## src/rtl/sr_ctrl_pkg.sv

```systemverilog
// rtl/sr_ctrl_pkg.sv - shared types and constants for the shift-register transmit controller
//   DIV_CNT_W  : width of the per-bit hold counter
//   sr_sel_e   : register select encoding driven onto sr_sel
//   sr_state_e : sequencer FSM states
package sr_ctrl_pkg;

  localparam int DIV_CNT_W = 8;

  typedef enum logic [1:0] {
    SEL_HOLD  = 2'b00,
    SEL_LOAD  = 2'b01,
    SEL_SHIFT = 2'b10
  } sr_sel_e;

  typedef enum logic [1:0] {
    IDLE    = 2'b00,
    LOAD    = 2'b01,
    HOLDBIT = 2'b10,
    DONE    = 2'b11
  } sr_state_e;

endpackage

```

## src/rtl/sr_bit_timer.sv

```systemverilog
// rtl/sr_bit_timer.sv - per-bit hold counter with terminal-count flag
//   i_clk      : clock
//   i_rst_n    : asynchronous active-low reset
//   i_clear    : force counter to zero on the next edge (has priority over i_en)
//   i_en       : advance the counter, wrapping to zero after DIV-1
//   o_tick     : counter currently equals DIV-1
//   o_tick_nxt : counter will equal DIV-1 after the coming edge
module sr_bit_timer
  import sr_ctrl_pkg::*;
#(
  parameter int DIV = 2
) (
  input  logic i_clk,
  input  logic i_rst_n,
  input  logic i_clear,
  input  logic i_en,
  output logic o_tick,
  output logic o_tick_nxt
);

  localparam logic [DIV_CNT_W-1:0] TERM = DIV_CNT_W'(DIV - 1);

  logic [DIV_CNT_W-1:0] r_cnt;
  logic [DIV_CNT_W-1:0] w_cnt_nxt;

  always_comb begin
    w_cnt_nxt = r_cnt;
    if (i_clear) begin
      w_cnt_nxt = '0;
    end else if (i_en) begin
      w_cnt_nxt = (r_cnt == TERM) ? '0 : r_cnt + DIV_CNT_W'(1);
    end
  end

  always_ff @(posedge i_clk or negedge i_rst_n) begin
    if (!i_rst_n) begin
      r_cnt <= '0;
    end else begin
      r_cnt <= w_cnt_nxt;
    end
  end

  assign o_tick     = (r_cnt == TERM);
  // The sequencer registers sr_sel, so it has to know one cycle ahead
  // whether the coming cycle is a terminal (shift) cycle.
  assign o_tick_nxt = (w_cnt_nxt == TERM);

endmodule

```

## src/rtl/sr_tx_sequencer.sv

```systemverilog
// rtl/sr_tx_sequencer.sv - LOAD/SHIFT sequencer for a parallel-load shift register, LSB first
//   clk, clr            : clock, asynchronous active-low reset
//   start_valid/ready   : word handshake; data_in captured on transfer
//   sr_sel, sr_vec, sr_d: shift-register control (select, parallel vector, serial in)
//   busy, done, bit_idx : frame status
//   SR_TX_BACK2BACK_EN  : when defined, a new word may be accepted in the final
//                         bit cycle so frames run without gap cycles
module sr_tx_sequencer
  import sr_ctrl_pkg::*;
#(
  parameter int   WIDTH = 5,
  parameter int   DIV   = 2,
  parameter logic FILL  = 1'b1,
  localparam int  IDX_W = (WIDTH > 1) ? $clog2(WIDTH) : 1
) (
  input  logic             clk,
  input  logic             clr,
  input  logic             start_valid,
  output logic             start_ready,
  input  logic [WIDTH-1:0] data_in,
  output logic [1:0]       sr_sel,
  output logic [WIDTH-1:0] sr_vec,
  output logic             sr_d,
  output logic             busy,
  output logic             done,
  output logic [IDX_W-1:0] bit_idx
);

  localparam logic [IDX_W-1:0] LAST_IDX = IDX_W'(WIDTH - 1);

  sr_state_e        r_state;
  sr_state_e        w_state_nxt;
  sr_sel_e          r_sel;
  sr_sel_e          w_sel_nxt;
  logic [WIDTH-1:0] r_vec;
  logic             r_busy;
  logic             r_done;
  logic             w_done_nxt;
  logic [IDX_W-1:0] r_idx;
  logic [IDX_W-1:0] w_idx_nxt;
  logic             w_tick;
  logic             w_tick_nxt;
  logic             w_tmr_clear;
  logic             w_tmr_en;
  logic             w_last;
  logic             w_xfer;

  sr_bit_timer #(
    .DIV (DIV)
  ) u_bit_timer (
    .i_clk      (clk),
    .i_rst_n    (clr),
    .i_clear    (w_tmr_clear),
    .i_en       (w_tmr_en),
    .o_tick     (w_tick),
    .o_tick_nxt (w_tick_nxt)
  );

  assign w_last = (r_idx == LAST_IDX);

`ifdef SR_TX_BACK2BACK_EN
  assign start_ready = (r_state == IDLE) || ((r_state == HOLDBIT) && w_last && w_tick);
`else
  assign start_ready = (r_state == IDLE);
`endif

  assign w_xfer = start_valid && start_ready;

  always_comb begin
    w_state_nxt = r_state;
    w_idx_nxt   = r_idx;
    w_done_nxt  = 1'b0;
    w_tmr_clear = 1'b1;
    w_tmr_en    = 1'b0;
    case (r_state)
      IDLE: begin
        if (w_xfer) w_state_nxt = LOAD;
      end
      LOAD: begin
        w_state_nxt = HOLDBIT;
      end
      HOLDBIT: begin
        w_tmr_clear = 1'b0;
        w_tmr_en    = 1'b1;
        if (w_tick) begin
          if (!w_last) begin
            w_idx_nxt = r_idx + IDX_W'(1);
          end else begin
            w_done_nxt  = 1'b1;
            // w_xfer can only be set here in back-to-back builds.
            w_state_nxt = w_xfer ? LOAD : DONE;
          end
        end
      end
      DONE: begin
        w_state_nxt = IDLE;
      end
      default: begin
        w_state_nxt = IDLE;
      end
    endcase

    if (w_state_nxt inside {IDLE, LOAD}) w_idx_nxt = '0;

    // Select is registered: look ahead to what the coming cycle will be.
    // The final bit slot never shifts, so the last data bit stays on Q.
    if (w_state_nxt == LOAD) begin
      w_sel_nxt = SEL_LOAD;
    end else if ((w_state_nxt == HOLDBIT) && w_tick_nxt && (w_idx_nxt != LAST_IDX)) begin
      w_sel_nxt = SEL_SHIFT;
    end else begin
      w_sel_nxt = SEL_HOLD;
    end
  end

  always_ff @(posedge clk or negedge clr) begin
    if (!clr) begin
      r_state <= IDLE;
      r_sel   <= SEL_HOLD;
      r_vec   <= '0;
      r_busy  <= 1'b0;
      r_done  <= 1'b0;
      r_idx   <= '0;
    end else begin
      r_state <= w_state_nxt;
      r_sel   <= w_sel_nxt;
      if (w_xfer) r_vec <= data_in;
      r_busy  <= (w_state_nxt != IDLE);
      r_done  <= w_done_nxt;
      r_idx   <= w_idx_nxt;
    end
  end

  assign sr_sel  = r_sel;
  assign sr_vec  = r_vec;
  assign sr_d    = FILL;
  assign busy    = r_busy;
  assign done    = r_done;
  assign bit_idx = r_idx;

endmodule
```

## config.mk

```make
export PLATFORM = sky130hd
export DESIGN_NAME = sr_tx_sequencer
export DESIGN_NICKNAME = d
export VERILOG_FILES = /design/src/rtl/sr_ctrl_pkg.sv /design/src/rtl/sr_bit_timer.sv /design/src/rtl/sr_tx_sequencer.sv
export SDC_FILE = /design/constraint.sdc
export NUM_CORES = 1
export LEC_CHECK = 0
export ABC_CLOCK_PERIOD_IN_PS = 3300
export BUFFER_PORTS_ARGS = -buffer_cell sky130_fd_sc_hd__buf_4
export CAP_MARGIN = 20
export CORE_MARGIN = 2
export CORE_UTILIZATION = 45
export CTS_BUF_LIST = sky130_fd_sc_hd__clkbuf_4
export CTS_CLUSTER_SIZE = 25
export DETAILED_ROUTE_END_ITERATION = 8
export PLACE_DENSITY = 0.63
export SKIP_CTS_REPAIR_TIMING = 1
export SLEW_MARGIN = 25
export SYNTH_ARGS = -nofsm -noshare
export SYNTH_HDL_FRONTEND = slang
export SYNTH_SLANG_ARGS = --single-unit
```

## constraint.sdc

```tcl
create_clock -name clk -period 3.3 [get_ports clk]
set_input_delay 0.165 -clock clk [delete_from_list [all_inputs] [get_ports clk]]
set_output_delay 0.165 -clock clk [all_outputs]
set_load 0.005 [all_outputs]
```

# Yosys cells after proc, flatten, opt, wreduce, memory -nomap -nowiden
# Cells that the tools add are included.
# word_totals
out_inout_bits	14
wordCells	43
reg_bits	22
input_bits	8
# op_classes
n_eq_ne	9
reduce_logical	7
n_addsub	2
mux	18
# ops
operator	n
$mux W8	3
$eq A8 B1 Y1 const B	2
$mux W2	6
$mux W3	4
$add A8 B1 Y8 const B	1
$pmux W2 S4	1
$eq A2 B2 Y1 const B	3
$eq A2 B1 Y1 const B	2
$logic_not A2 Y1	2
$mux W1	4
$reduce_bool A2 Y1	2
$add A3 B1 Y3 const B	1
$eq A3 B3 Y1 const B	1
$logic_and A1 B1 Y1	3
$ne A3 B3 Y1 const B	1

# Depth between registers and ports, before layout
# depth
ltp_word	13
depth_mapped	6

# Cells and area by module
# Synthesis repeated with hierarchy kept, for this count alone.
# hier_totals
cells_unflattened	99
hier_area_um2	1118.6
# modules_own_cells
module	seq_area_each_um2	area_each_um2	instances	cells_per_inst
sr_tx_sequencer	350.3	641.9	1	51
sr_bit_timer	200.2	476.7	1	48

# Worst setup path after synthesis
# OpenSTA, ideal clock, no wires.
# synth_path
path_kind	reg2reg
from	register u_bit_timer.r_cnt[1]
to	register r_sel[1], in the netlist sr_sel[1]
arrival_ns	1.508
t_required_ns	3.174
path_slack_ns	1.666
path_stages_with_launch	7
setup_ns	0.126
cell_sequence	dfrtp_1 > inv_1 > ha_1 > nor3b_2 > and3_4 > a21oi_2 > o311a_1
# synth_between
elab_chain_len	10
# synth_lines
item	line_no	source
start: declaration	sr_bit_timer.sv:23	logic [DIV_CNT_W-1:0] r_cnt;
start signal: assignment	sr_bit_timer.sv:39	r_cnt <= w_cnt_nxt;
parallel branches: the longest is 9 deep, another holds $add A8 B1 Y8	n/a	
$mux W2 (*)	sr_tx_sequencer.sv:107	if (w_state_nxt == LOAD) begin
net w_sel_nxt[1]	sr_tx_sequencer.sv:34	sr_sel_e w_sel_nxt;
end signal: assignment	sr_tx_sequencer.sv:126	r_sel <= w_sel_nxt;
end: declaration	sr_tx_sequencer.sv:33	sr_sel_e r_sel;
# Mark *: on every way through the listed nets, which the timed path passes.
# A chain may end at the register's enable or synchronous reset.

# Worst setup path in the final report
# Same ends and word-level chain as after synthesis.

==> summary.md <==
| Metric | Value |
|---|---|
| Outcome | finished, final reports clean |
| # IOs | 22 |
| # setup viols final | 0 |
| Residual DRC | 0 |
| Power per cell area | 783.6 nW/um^2 |
| CTS tree | built |
| Drt total wl | 1944 um |
| Crit path kind | reg2reg |
| Die H | 53.27 um |
| Fmax | 555.4 MHz |
| Final net count | 136 |
| H-Tree Depth | 1 |
| WP buf/inv | 1 |
| GPL Wtd Cong | 0.8678 |
| FF+latch count, synth | 22 |
| Worst path max stage delay | 0.44 ns |
| Synth top cells by count | 22 x dfrtp_1, 10 x nor2_1, 7 x ha_1, 7 x inv_1, 6 x nand2_1 |
| Met3 WL | 139 um |
| RSZ-0062 raised after global routing | no |
| Metal-1 WL | 883 um |
| Total track usage | 0.1602 |
| Clock transition at path regs | 0.12 ns |
| Leading area contributor after synthesis | dfrtp_1 |
| DP HPWL | 1486 um |
| Die Area | 2837 um^2 |
| Synth cell types | 29 |
| Post-Syn Nets | 111 |
| DR iter-0 viols | 12 |
| Post-route ant nets | 0 |
| Routed length on met2 | 906 um |
| Critical path's slowest cell | dfrtp_1 |
| First-pass iteration count of the detailed router | 4 |
| Ant. Diodes | 0 |
| Async SR Flop Fraction | 1.000 |
| Row cnt | 17 |
| Max-cap viol count | 0 |
| Core area | 2255 um^2 |
| Setup Skew | 0.001725 ns |
| Worst-skew pair later-pin latency | 0.30 ns |
| Synth top area share | 0.5040 |
| Top Layer Used | met4 |
| First-pass GRT wire length | 3187 um |
| VDD IR-drop max | 0.0005463 V |
| Avg Cell Area, Syn | 11.38 um^2 |
| Most frequent cell after synthesis | dfrtp_1 |
| Vias/cell | 5.108 |
| Crit Path Max Fanout | 7 |
| Maximum number of pins on one net before global-route repair | 23 |
| Leak Pwr | 0.0006435 uW |
| Cells after Synth | 96 |
| Prevailing post-synth register cell | dfrtp_1 |
| Max-slew violations | 0 |
| Synth warn | 0 |
| Routed len/inst | 13.14 um |
| EDFF count, synth | 0 |
| Port bufs | 20 |
| Die width | 53.27 um |
| Area growth syn-to-layout | 21.99% |
| Final worst setup slack | 1.499 ns |
| Min Clock Period, post-route | 1.801 ns |
| Initial Utilization | 0.4845 |
| Critical path, cell by cell | inv_1 -> ha_1 -> nor3b_2 -> and3_4 -> a21oi_2 -> o311a_1 |
| Endpoints failing hold | 0 |
| Initial antenna violation count | 0 |
| Clock Tree Buf Depth | 2 |
| Clock tree sinks | 22 |
| Number of global-route vias before repair | 694 |
| Clock Tree Root | clkbuf_4 |
| Final Cycle Share | 0.5456 |
| WP data required | 3.50 ns |
| Place WS | 1.524 ns |
| CP top delay family | simple AND/OR/NAND/NOR gates |
| Worst Setup Start Kind | register |
| Worst EP arrival | 2.00 ns |
| Syn Std Cell Area | 1092 um^2 |
| TritonCTS buffer count | 3 |
| Fraction of layout cells with a size suffix above 1 | 0.2917 |
| HP Class | in2reg |
| Worst setup EP type | register |
| Setup TNS | 0 ns |
| Synth top area cells | dfrtp_1 50%, ha_1 8.0%, mux2_2 5.2% |
| Grt total ovfl | 0 |
| Sequential area share after synthesis | 0.5040 |
| Routed vias | 756 |
[worst paths after layout]
kind | start | cells past startpoint | endpoint | slack, ns
worst max-delay path | u_bit_timer.r_cnt[1]$_DFF_PN0_ | 6 | sr_sel[1]$_DFF_PN0_ | 1.50
worst min-delay path | data_in[2] | 2 | sr_vec[2]$_DFFE_PN0P_ | 0.08
worst max register to register | u_bit_timer.r_cnt[1]$_DFF_PN0_ | 6 | sr_sel[1]$_DFF_PN0_ | 1.50
worst min register to register | sr_vec[4]$_DFFE_PN0P_ | 1 | sr_vec[4]$_DFFE_PN0P_ | 0.52
max in group asynchronous | clr | 2 | sr_sel[1]$_DFF_PN0_ | 2.82
min in group asynchronous | clr | 2 | u_bit_timer.r_cnt[5]$_DFF_PN0_ | 0.26
[cell usage in the layout (no fill, tap or decap), drive strengths merged]
cell type     n
dfrtp        22
buf          20
nor2         10
inv           7
ha            7
nand2         6
xor2          5
nand3         5
mux2          5
xnor2         4
and2          3
nand4         3
clkbuf        3
a31oi         2
and3          2
and4          1
nor4          1
nor3b         1
mux2i         1
and3b         1
o2bb2ai       1
a21oi         1
o31ai         1
nand2b        1
a311oi        1
nor2b         1
nor4b         1
o311a         1
conb          1
bufinv        1
dlygate4sd3   1
[stage by stage]
stage	util	hold slack [ns]	cell area (um^2)	power, uW	std cells
finish	0.5910	0.08444	1333	1044	148
global route	0.5910	0.06181	1333	1131	148
CTS	0.5866	-0.2774	1323	1061	147
detailed placement	0.5633	0.07025	1270	856.9	143
global placement	0.5633	0.06683	1270	839.0	143
floorplan	-	-0.1306	1092	676.1	96
[routing by layer]
layer | vias to the layer above | global-route usage
met2 | 24 | 0.2551
met5 | - | 0
met3 | 2 | 0.06215
met1 | 355 | 0.2087
li1 | 375 | -
met4 | 0 | 0.02564
[logic make-up after synthesis]
family	count (synthesis)	synth area share
and+or+nand+nor	36	0.1970
DFF	22	0.5040
xor gates and xnor gates	9	0.07216
buffers and inverters	8	0.03093
adders and majority gates	7	0.08018
AOI/OAI and AO/OA	7	0.05155
muxes	6	0.06071
other	1	0.003433
[power by group]
group	internal (uW)	leakage (uW)	total [uW]	switching, uW
clock	123	0.0000279	202	78.9
combinational	225	0.000328	439	214
sequential	348	0.000288	404	55.8
[flip-flops by register name, summed over array words and instances (netlist names)]
name	count
busy	1
bit_idx	3
sr_vec	5
done	1
sr_sel	2
u_bit_timer.r_cnt	8
r_state	2
[final cells by class]
type / count / area [um^2]
Tap cell: 28 / 35.03
Sequential cell: 22 / 550.5
Clock buffer: 3 / 22.52
Fill cell: 207 / 922.1
Timing Repair Buffer: 21 / 160.2
Multi-Input combinational cell: 66 / 508.0
Inverter: 7 / 26.28
Clock inverter: 1 / 30.03
[worst register-to-register path: stages (launching register included)]
cell and delay, ns:
dfrtp_1 0.44, inv_1 0.09, ha_1 0.13, nor3b_2 0.36, and3_4 0.27, a21oi_2 0.06
o311a_1 0.34
(Power assumes the default switching activity.)
